--- config.mk ---
export PLATFORM = sky130hd
export DESIGN_NAME = ysyx_25020047_lsu_flat
export DESIGN_NICKNAME = d
export VERILOG_FILES = /design/src/rtl/ysyx_25020047_lsu_if.sv /design/src/rtl/ysyx_25020047_lsu.sv /design/src/flat_wrapper.sv
export SDC_FILE = /design/constraint.sdc
export NUM_CORES = 1
export LEC_CHECK = 0
export ABC_CLOCK_PERIOD_IN_PS = 4210
export BUFFER_PORTS_ARGS = -buffer_cell sky130_fd_sc_hd__buf_2
export CAP_MARGIN = 0
export CORE_MARGIN = 4
export CORE_UTILIZATION = 25
export DETAILED_ROUTE_END_ITERATION = 8
export GPL_TIMING_DRIVEN = 1
export HOLD_SLACK_MARGIN = 0.03
export PLACE_DENSITY = 0.56
export SLEW_MARGIN = 20
export SYNTH_ARGS = -nofsm -noshare
export SYNTH_HDL_FRONTEND = slang
export SYNTH_SLANG_ARGS = --single-unit
--- constraint.sdc ---
create_clock -name clk -period 4.21 [get_ports clk]
set_input_delay 0.842 -clock clk [delete_from_list [all_inputs] [get_ports clk]]
set_output_delay 0.842 -clock clk [all_outputs]
set_load 0.02 [all_outputs]
--- src/rtl/ysyx_25020047_lsu_if.sv ---
// Request/response and data-memory signal bundle for the load/store unit.
// The slave modport is the LSU's view; master is the requester/memory side.
interface ysyx_25020047_lsu_if;
  logic        req_valid;
  logic        req_ready;
  logic        req_write;
  logic [1:0]  req_size;
  logic [31:0] req_addr;
  logic [31:0] req_wdata;
  logic        resp_valid;
  logic [31:0] resp_rdata;
  logic        resp_err;
  logic        mem_req;
  logic        mem_we;
  logic [31:0] mem_addr;
  logic [31:0] mem_wdata;
  logic [3:0]  mem_wmask;
  logic        mem_ack;
  logic [31:0] mem_rdata;

  modport slave (
    input  req_valid, req_write, req_size, req_addr, req_wdata, mem_ack, mem_rdata,
    output req_ready, resp_valid, resp_rdata, resp_err,
    output mem_req, mem_we, mem_addr, mem_wdata, mem_wmask
  );

  modport master (
    output req_valid, req_write, req_size, req_addr, req_wdata, mem_ack, mem_rdata,
    input  req_ready, resp_valid, resp_rdata, resp_err,
    input  mem_req, mem_we, mem_addr, mem_wdata, mem_wmask
  );
endinterface

--- src/rtl/ysyx_25020047_lsu.sv ---
// Load/store unit: one request at a time, byte-lane steering for sb, zero-extended lbu,
// rejection of illegal/misaligned requests and an ack timeout. All outputs come from state.
module ysyx_25020047_lsu #(
  parameter int unsigned TIMEOUT = 255
) (
  input logic               clk,
  input logic               rst,
  ysyx_25020047_lsu_if.slave bus
);

  typedef enum logic [1:0] {StIdle, StBusy, StResp} state_t;

  state_t      state_q, state_d;
  logic        write_q, write_d;
  logic        word_q, word_d;
  logic [31:0] addr_q, addr_d;
  logic [31:0] wdata_q, wdata_d;
  logic [15:0] cnt_q, cnt_d;
  logic [31:0] rdata_q, rdata_d;
  logic        err_q, err_d;

  logic        illegal;
  logic [31:0] lane_word;

  // Illegal size codes have bit 0 set; word accesses must be 4-byte aligned.
  assign illegal = bus.req_size[0] | (bus.req_size[1] & (bus.req_addr[1:0] != 2'b00));

  // Selected byte moved down to bits [7:0] for byte loads.
  assign lane_word = bus.mem_rdata >> {addr_q[1:0], 3'b000};

  // State and transaction registers.
  always_ff @(posedge clk or posedge rst) begin
    if (rst) begin
      state_q <= StIdle;
      write_q <= 1'b0;
      word_q  <= 1'b0;
      addr_q  <= '0;
      wdata_q <= '0;
      cnt_q   <= '0;
      rdata_q <= '0;
      err_q   <= 1'b0;
    end else begin
      state_q <= state_d;
      write_q <= write_d;
      word_q  <= word_d;
      addr_q  <= addr_d;
      wdata_q <= wdata_d;
      cnt_q   <= cnt_d;
      rdata_q <= rdata_d;
      err_q   <= err_d;
    end
  end

  // Next-state: accept in idle, wait for ack or timeout in busy, single response cycle.
  always_comb begin
    state_d = state_q;
    write_d = write_q;
    word_d  = word_q;
    addr_d  = addr_q;
    wdata_d = wdata_q;
    cnt_d   = cnt_q;
    rdata_d = rdata_q;
    err_d   = err_q;
    unique case (state_q)
      StIdle: begin
        if (bus.req_valid) begin
          write_d = bus.req_write;
          word_d  = bus.req_size[1];
          addr_d  = bus.req_addr;
          wdata_d = bus.req_wdata;
          cnt_d   = '0;
          rdata_d = '0;
          err_d   = illegal;
          state_d = illegal ? StResp : StBusy;
        end
      end
      StBusy: begin
        // Ack takes precedence over a timeout in the same cycle.
        if (bus.mem_ack) begin
          if (!write_q) begin
            rdata_d = word_q ? bus.mem_rdata : {24'b0, lane_word[7:0]};
          end
          state_d = StResp;
        end else if (cnt_q == 16'(TIMEOUT - 1)) begin
          err_d   = 1'b1;
          rdata_d = '0;
          state_d = StResp;
        end else begin
          cnt_d = cnt_q + 16'd1;
        end
      end
      StResp: begin
        state_d = StIdle;
      end
      default: begin
        state_d = StIdle;
      end
    endcase
  end

  // Outputs decoded from registered state only.
  always_comb begin
    bus.req_ready  = (state_q == StIdle);
    bus.resp_valid = (state_q == StResp);
    bus.resp_err   = (state_q == StResp) & err_q;
    bus.resp_rdata = (state_q == StResp) ? rdata_q : 32'b0;
    bus.mem_req    = (state_q == StBusy);
    bus.mem_we     = 1'b0;
    bus.mem_addr   = 32'b0;
    bus.mem_wdata  = 32'b0;
    bus.mem_wmask  = 4'b0000;
    if (state_q == StBusy) begin
      bus.mem_addr = {addr_q[31:2], 2'b00};
      if (write_q) begin
        bus.mem_we    = 1'b1;
        bus.mem_wmask = word_q ? 4'b1111 : (4'b0001 << addr_q[1:0]);
        bus.mem_wdata = word_q ? wdata_q : {4{wdata_q[7:0]}};
      end
    end
  end

endmodule

--- src/flat_wrapper.sv ---
// flat-port wrapper written by rule: the top's interface ports become plain ports
module ysyx_25020047_lsu_flat 
#(
  parameter int unsigned TIMEOUT = 255
)
  (clk, rst, bus_req_valid, bus_req_write, bus_req_size, bus_req_addr, bus_req_wdata, bus_mem_ack, bus_mem_rdata, bus_req_ready, bus_resp_valid, bus_resp_rdata, bus_resp_err, bus_mem_req, bus_mem_we, bus_mem_addr, bus_mem_wdata, bus_mem_wmask);
  ysyx_25020047_lsu_if bus_i ();
  input logic clk;
  input logic rst;
  input wire logic [$bits(bus_i.req_valid)-1:0] bus_req_valid;
  input wire logic [$bits(bus_i.req_write)-1:0] bus_req_write;
  input wire logic [$bits(bus_i.req_size)-1:0] bus_req_size;
  input wire logic [$bits(bus_i.req_addr)-1:0] bus_req_addr;
  input wire logic [$bits(bus_i.req_wdata)-1:0] bus_req_wdata;
  input wire logic [$bits(bus_i.mem_ack)-1:0] bus_mem_ack;
  input wire logic [$bits(bus_i.mem_rdata)-1:0] bus_mem_rdata;
  output wire logic [$bits(bus_i.req_ready)-1:0] bus_req_ready;
  output wire logic [$bits(bus_i.resp_valid)-1:0] bus_resp_valid;
  output wire logic [$bits(bus_i.resp_rdata)-1:0] bus_resp_rdata;
  output wire logic [$bits(bus_i.resp_err)-1:0] bus_resp_err;
  output wire logic [$bits(bus_i.mem_req)-1:0] bus_mem_req;
  output wire logic [$bits(bus_i.mem_we)-1:0] bus_mem_we;
  output wire logic [$bits(bus_i.mem_addr)-1:0] bus_mem_addr;
  output wire logic [$bits(bus_i.mem_wdata)-1:0] bus_mem_wdata;
  output wire logic [$bits(bus_i.mem_wmask)-1:0] bus_mem_wmask;
  assign bus_i.req_valid = bus_req_valid;
  assign bus_i.req_write = bus_req_write;
  assign bus_i.req_size = bus_req_size;
  assign bus_i.req_addr = bus_req_addr;
  assign bus_i.req_wdata = bus_req_wdata;
  assign bus_i.mem_ack = bus_mem_ack;
  assign bus_i.mem_rdata = bus_mem_rdata;
  assign bus_req_ready = bus_i.req_ready;
  assign bus_resp_valid = bus_i.resp_valid;
  assign bus_resp_rdata = bus_i.resp_rdata;
  assign bus_resp_err = bus_i.resp_err;
  assign bus_mem_req = bus_i.mem_req;
  assign bus_mem_we = bus_i.mem_we;
  assign bus_mem_addr = bus_i.mem_addr;
  assign bus_mem_wdata = bus_i.mem_wdata;
  assign bus_mem_wmask = bus_i.mem_wmask;
  ysyx_25020047_lsu #(.TIMEOUT(TIMEOUT)) u_core (.clk(clk), .rst(rst), .bus(bus_i));
endmodule
* Word-level counts from Yosys, hierarchy flattened
Index checks and enable logic that the tools add are counted.
** Storage, ports and cells
- Word-level logic and storage cells :: 60
- Bits of input ports :: 103
- Register bits after elaboration :: 117
- Output and inout port bits :: 105
** Operators by class
- Bitwise operators :: 3
- Eq/ne operators :: 9
- Reduce and logical (&&, ||, !) cells :: 8
- Multiplexer cells :: 29
- Add/sub/neg operators :: 1
- Shift operators :: 2
** Operators by type and width (count)
- 2-to-1 mux 32 bit :: 10
- case mux 32 bit (2 select lines) :: 1
- 2-to-1 mux 16 bit :: 3
- case mux 16 bit (2 select lines) :: 1
- >> shifter 32 x 5 -> 8 bit :: 1
- adder 16 x 1 -> 16 bit, second input constant :: 1
- equality test 16 x 8 -> 1 bit, second input constant :: 1
- 2-to-1 mux 4 bit :: 3
- AND reduction 4 bit :: 3
- 2-to-1 mux 2 bit :: 4
- != test 2 bit, second input constant :: 3
- 2-to-1 mux 1 bit :: 5
- case mux 2 bit (2 select lines) :: 1
- AND reduction 2 bit :: 2
- nonzero test 2 bit :: 2
- left shift 1 x 2 -> 4 bit, first input constant :: 1
- != test 3 x 2 -> 1 bit, second input constant :: 1
- != test 3 bit, second input constant :: 1
- AND 1 bit :: 2
- equality test 2 x 1 -> 1 bit, second input constant :: 1
- equality test 2 bit, second input constant :: 1
- zero test 2 bit :: 1
- != test 2 x 1 -> 1 bit, second input constant :: 1
- case mux 1 bit (2 select lines) :: 1
- OR 1 bit :: 1

* Logic depth before layout (Yosys ltp)
- Depth after elaboration :: 6
- Depth in mapped cells :: 9
- Depth with buffers taken out :: 6

* Least setup slack after synthesis
Ideal clock, no wire load.
- Path kind :: flip-flop to output port
- Start point :: register u_core.state_q[1]
- End point :: output bus_mem_wmask[0]
- Cell stages (with the launch flop) :: 6
- Path buffers :: 2
- Arrival :: 1487 ps
- Data required time :: 3368 ps
- Slack :: 1881 ps
- Cells stage by stage :: dfrtp_1 -> nand2b_1 -> inv_1 -> clkbuf_1 -> clkbuf_1 -> and3_1
** Between the ends
- Cells in the longest elaborated chain, start to end :: 2
** Ends and longest elaborated chain
- start, declared :: RTL line ysyx_25020047_lsu.sv:13 : state_t state_q, state_d;
- start signal, assigned :: RTL line ysyx_25020047_lsu.sv:34 : state_q <= StIdle;
- start signal, assigned :: RTL line ysyx_25020047_lsu.sv:43 : state_q <= state_d;
- equality test 2 x 1 -> 1 bit :: RTL line ysyx_25020047_lsu.sv:112 : if (state_q == StBusy) begin
- 2-to-1 mux 4 bit :: RTL line ysyx_25020047_lsu.sv:112
- end, declared :: RTL line flat_wrapper.sv:25 : output wire logic [$bits(bus_i.mem_wmask)-1:0] bus_mem_wmask;
Every way passes these cells.

* Worst setup path after layout
- Start point :: register u_core.state_q[0]
- End point :: output bus_mem_wdata[31]
** Between the ends
- Cells in the longest elaborated chain, start to end :: 2
** Ends and longest elaborated chain
- equality test 2 x 1 -> 1 bit :: RTL line ysyx_25020047_lsu.sv:112
- 2-to-1 mux 32 bit :: RTL line ysyx_25020047_lsu.sv:112
- end, declared :: RTL line flat_wrapper.sv:24 : output wire logic [$bits(bus_i.mem_wdata)-1:0] bus_mem_wdata;
Every way passes these cells.

==> results_dict.tcl <==
set metrics [dict create \
    status "complete, no violations" \
    worst_setup_path_start_kind "register" \
    yosysTopAreaCell "dfrtp_1" \
    highest_layer "met5" \
    yosys_warnings 0 \
    worstSetupPathType "register to output pin" \
    antenna_found_initial 1 \
    yosysMostFrequentCell "nand2_1" \
    post_synth_num_cell_types 47 \
    cp_num_buf_inv 3 \
    cts_tree "built" \
    async_flop_share_pct 100 \
    rsz0062_at_grt "no" \
    critPathLaunch "u_core.state_q[0]" \
    routed_via_density 4.51 \
    whs_ns 0.463 \
    drc_errors 0 \
    cts_setup_buffers 0 \
    setup_viol 0 \
    crit_path_end_kind "output pin" \
    fp.dieW_um 165 \
    max_cap_viol_count 0 \
    n_antenna_cell 0 \
    ant_nets 0 \
    finalSetupTns_ns 0 \
    syn_inst 739 \
    grt_usage_pct 14.6 \
    ys_seq_elements 117 \
    synth_top_cell_area_share_pct 47.7 \
    crit_slowest_cell "nand2_1" \
    hpwl_mm 14.0 \
    dr_wl_met3_mm 1.29 \
    slew_viol_final 0 \
    hold_path_class "register to register" \
    area_growth_pct 30.5 \
    worst_path_dominant_cell_family "simple AND/OR/NAND/NOR gates" \
    reg2reg_from "u_core.state_q[0]" \
    drt_iter0_markers 442 \
    comb_power_share_pct 23.7 \
    syn_area_per_cell_um2 8.30 \
    dieArea_mm2 0.0271 \
    vias 5679 \
    wl_per_cell_um 15.8 \
    drive_above_1_share_pct 27.8 \
    synth_common_cells "nand2_1 (267), dfrtp_1 (117), and2_1 (42)" \
    fin_nets 1028 \
    initial_core_util_pct 25.3 \
    core_mm2 0.0242 \
    routed_wl_mm 19.9 \
    grt_max_degree 61 \
    grt_pass1_wl_mm 31.0 \
    p_per_area_mw_per_mm2 481 \
    hold_path_startpoint "u_core.addr_q[11]" \
    numCtsBuffers 17 \
    std_cell_rows 57 \
    sw_frac_of_total_pct 34.0 \
    root_buffer "clkbuf_16" \
    grt_pass1_vias 5617 \
    io_buffer_count 205 \
    required_ns 3.37 \
    wl_met1_mm 9.09 \
    post-route-period-util_pct 78.9 \
    clockBufferDepth 2 \
    clkSinkCount 117 \
    htreeDepth 4 \
    die_h_um 165 \
    hold_viol_final 0 \
    clk_pin_slew_ns 0.06 \
    netlist_area_mm2 0.00613 \
    cts_resized 0 \
    max-vdd-ir-drop_mv 0.215 \
    cts_hold_buf 0 \
    synth_seq_area_share_pct 47.7 \
    fmax_mhz 301 \
    relSlewSlack_pct 32.8 \
    tightest_slew_ns 1.01 \
    post-route-util_pct 33.0 \
    first_pass_iters 6 \
    synthFlopType "dfrtp_1" \
    p_int_mw 2.54 \
    leakage_nw 4.19 \
    cp_slowest_stage_delay_ns 0.57 \
    pin_count 208 \
    cp_cell_sequence "buf_4, nand2b_1, inv_1, nand2_1, a21oi_1, buf_2" \
    worst-path-max-fanout 33 \
    grt_overflow 0 \
    synth.area.top_cells "dfrtp_1 (48%), nand2_1 (16%), mux2i_1 (4.9%), and2_1 (4.3%), a21oi_1 (3.0%)" \
    power.switching_mw 1.31 \
    synth_enable_flop_cells 0 \
    p_clk_share_pct 37.1 \
    wl_met2_mm 9.21 \
    fin_skew_ns 0.0154 \
    seqPwrFrac_pct 39.2 \
    cp.arrival_ns 2.48 \
    finalWeightedCongestion 0.802 \
    clock_latency_ns 0.42 \
    fin_crit_ns 3.32 \
]
[per-stage QoR]
stage	setup slack (ns)	area, um2	cells	power, mW
after floorplan	0.267	6140	740	2.10
after global placement	1.42	7430	1228	2.45
after detailed placement	1.34	7430	1228	2.45
after CTS	0.879	8000	1259	3.92
after global routing	0.688	8000	1259	4.09
final	0.888	8000	1259	3.85
[routing by layer]
layer  global-route usage, %  up-vias
met4                    3.86        2
met1                    19.8     2698
li1                        -     2774
met2                    23.2      186
met3                    3.84       19
met5                       0        -
[layout make-up]
class	count	area, um2
sequential	117	2930
multi-input combinational	538	2840
fill	2580	16200
inverter	34	130
clock inverter	12	131
tap	324	405
timing repair buffer	215	1130
clock buffer	19	443
[state kept, by name, summed over array words and instances (netlist names)]
register,flops
u_core.addr_q,32
u_core.rdata_q,32
u_core.wdata_q,32
u_core.cnt_q,16
u_core.state_q,2
u_core.err_q,1
u_core.word_q,1
u_core.write_q,1
[power by group through the flow]
| stage | sequential (mW) | combinational (mW) | clock [mW] |
|---|---|---|---|
| 6_report | 1.51 | 0.912 | 1.43 |
| 5_1_grt | 1.54 | 1.03 | 1.52 |
| 4_1_cts | 1.51 | 0.932 | 1.48 |
| 3_5_place_dp | 1.52 | 0.932 | 0 |
| 3_3_place_gp | 1.52 | 0.928 | 0 |
| 2_1_floorplan | 1.44 | 0.657 | 0 |
[final timing paths]
path / endpoint / slack (ns) / cells past startpoint
max: bus_mem_wdata[31] / 0.89 / 6
min: u_core.addr_q[11] / 0.46 / 2
max reg2reg: u_core.rdata_q[12] / 1.69 / 7
min reg2reg: u_core.addr_q[11] / 0.46 / 2
max in group asynchronous: u_core.wdata_q[11] / 2.79 / 3
min in group asynchronous: u_core.addr_q[13] / 0.57 / 2
[cells by family after synthesis]
family                     synth area share (%)
other                                    0.0611
muxes                                      6.36
AOI/OAI and AO/OA                          9.08
and+or+nand+nor                            30.2
buffers and inverters                      6.12
adders and majority gates                 0.408
DFF                                        47.7
[worst reg2reg max path, delay by kind of cell (launching register included)]
family | cells | cell delay, ns
multiplexers | 1 | 0.16
flip-flops | 1 | 0.32
AND/OR/NAND/NOR | 3 | 1.17
buffers and inverters | 3 | 0.81
[placed cells by master, fill, tap and decap left out, drive strengths merged, types with 7 or more instances in the layout]
cell type / netlist / routed
dfrtp: 117 / 117
mux2: 8 / 8
inv: 34 / 35
nand2b: 21 / 21
nand4: 7 / 7
o21ai: 15 / 15
nand2: 267 / 267
a22o: 8 / 8
clkbuf: 39 / 19
nor2: 10 / 10
and2: 42 / 42
nor3: 26 / 26
and3: 14 / 14
a21oi: 38 / 38
buf: 12 / 215
a22oi: 8 / 8
mux2i: 30 / 30
Note: power is estimated with default switching activity, not from simulation.
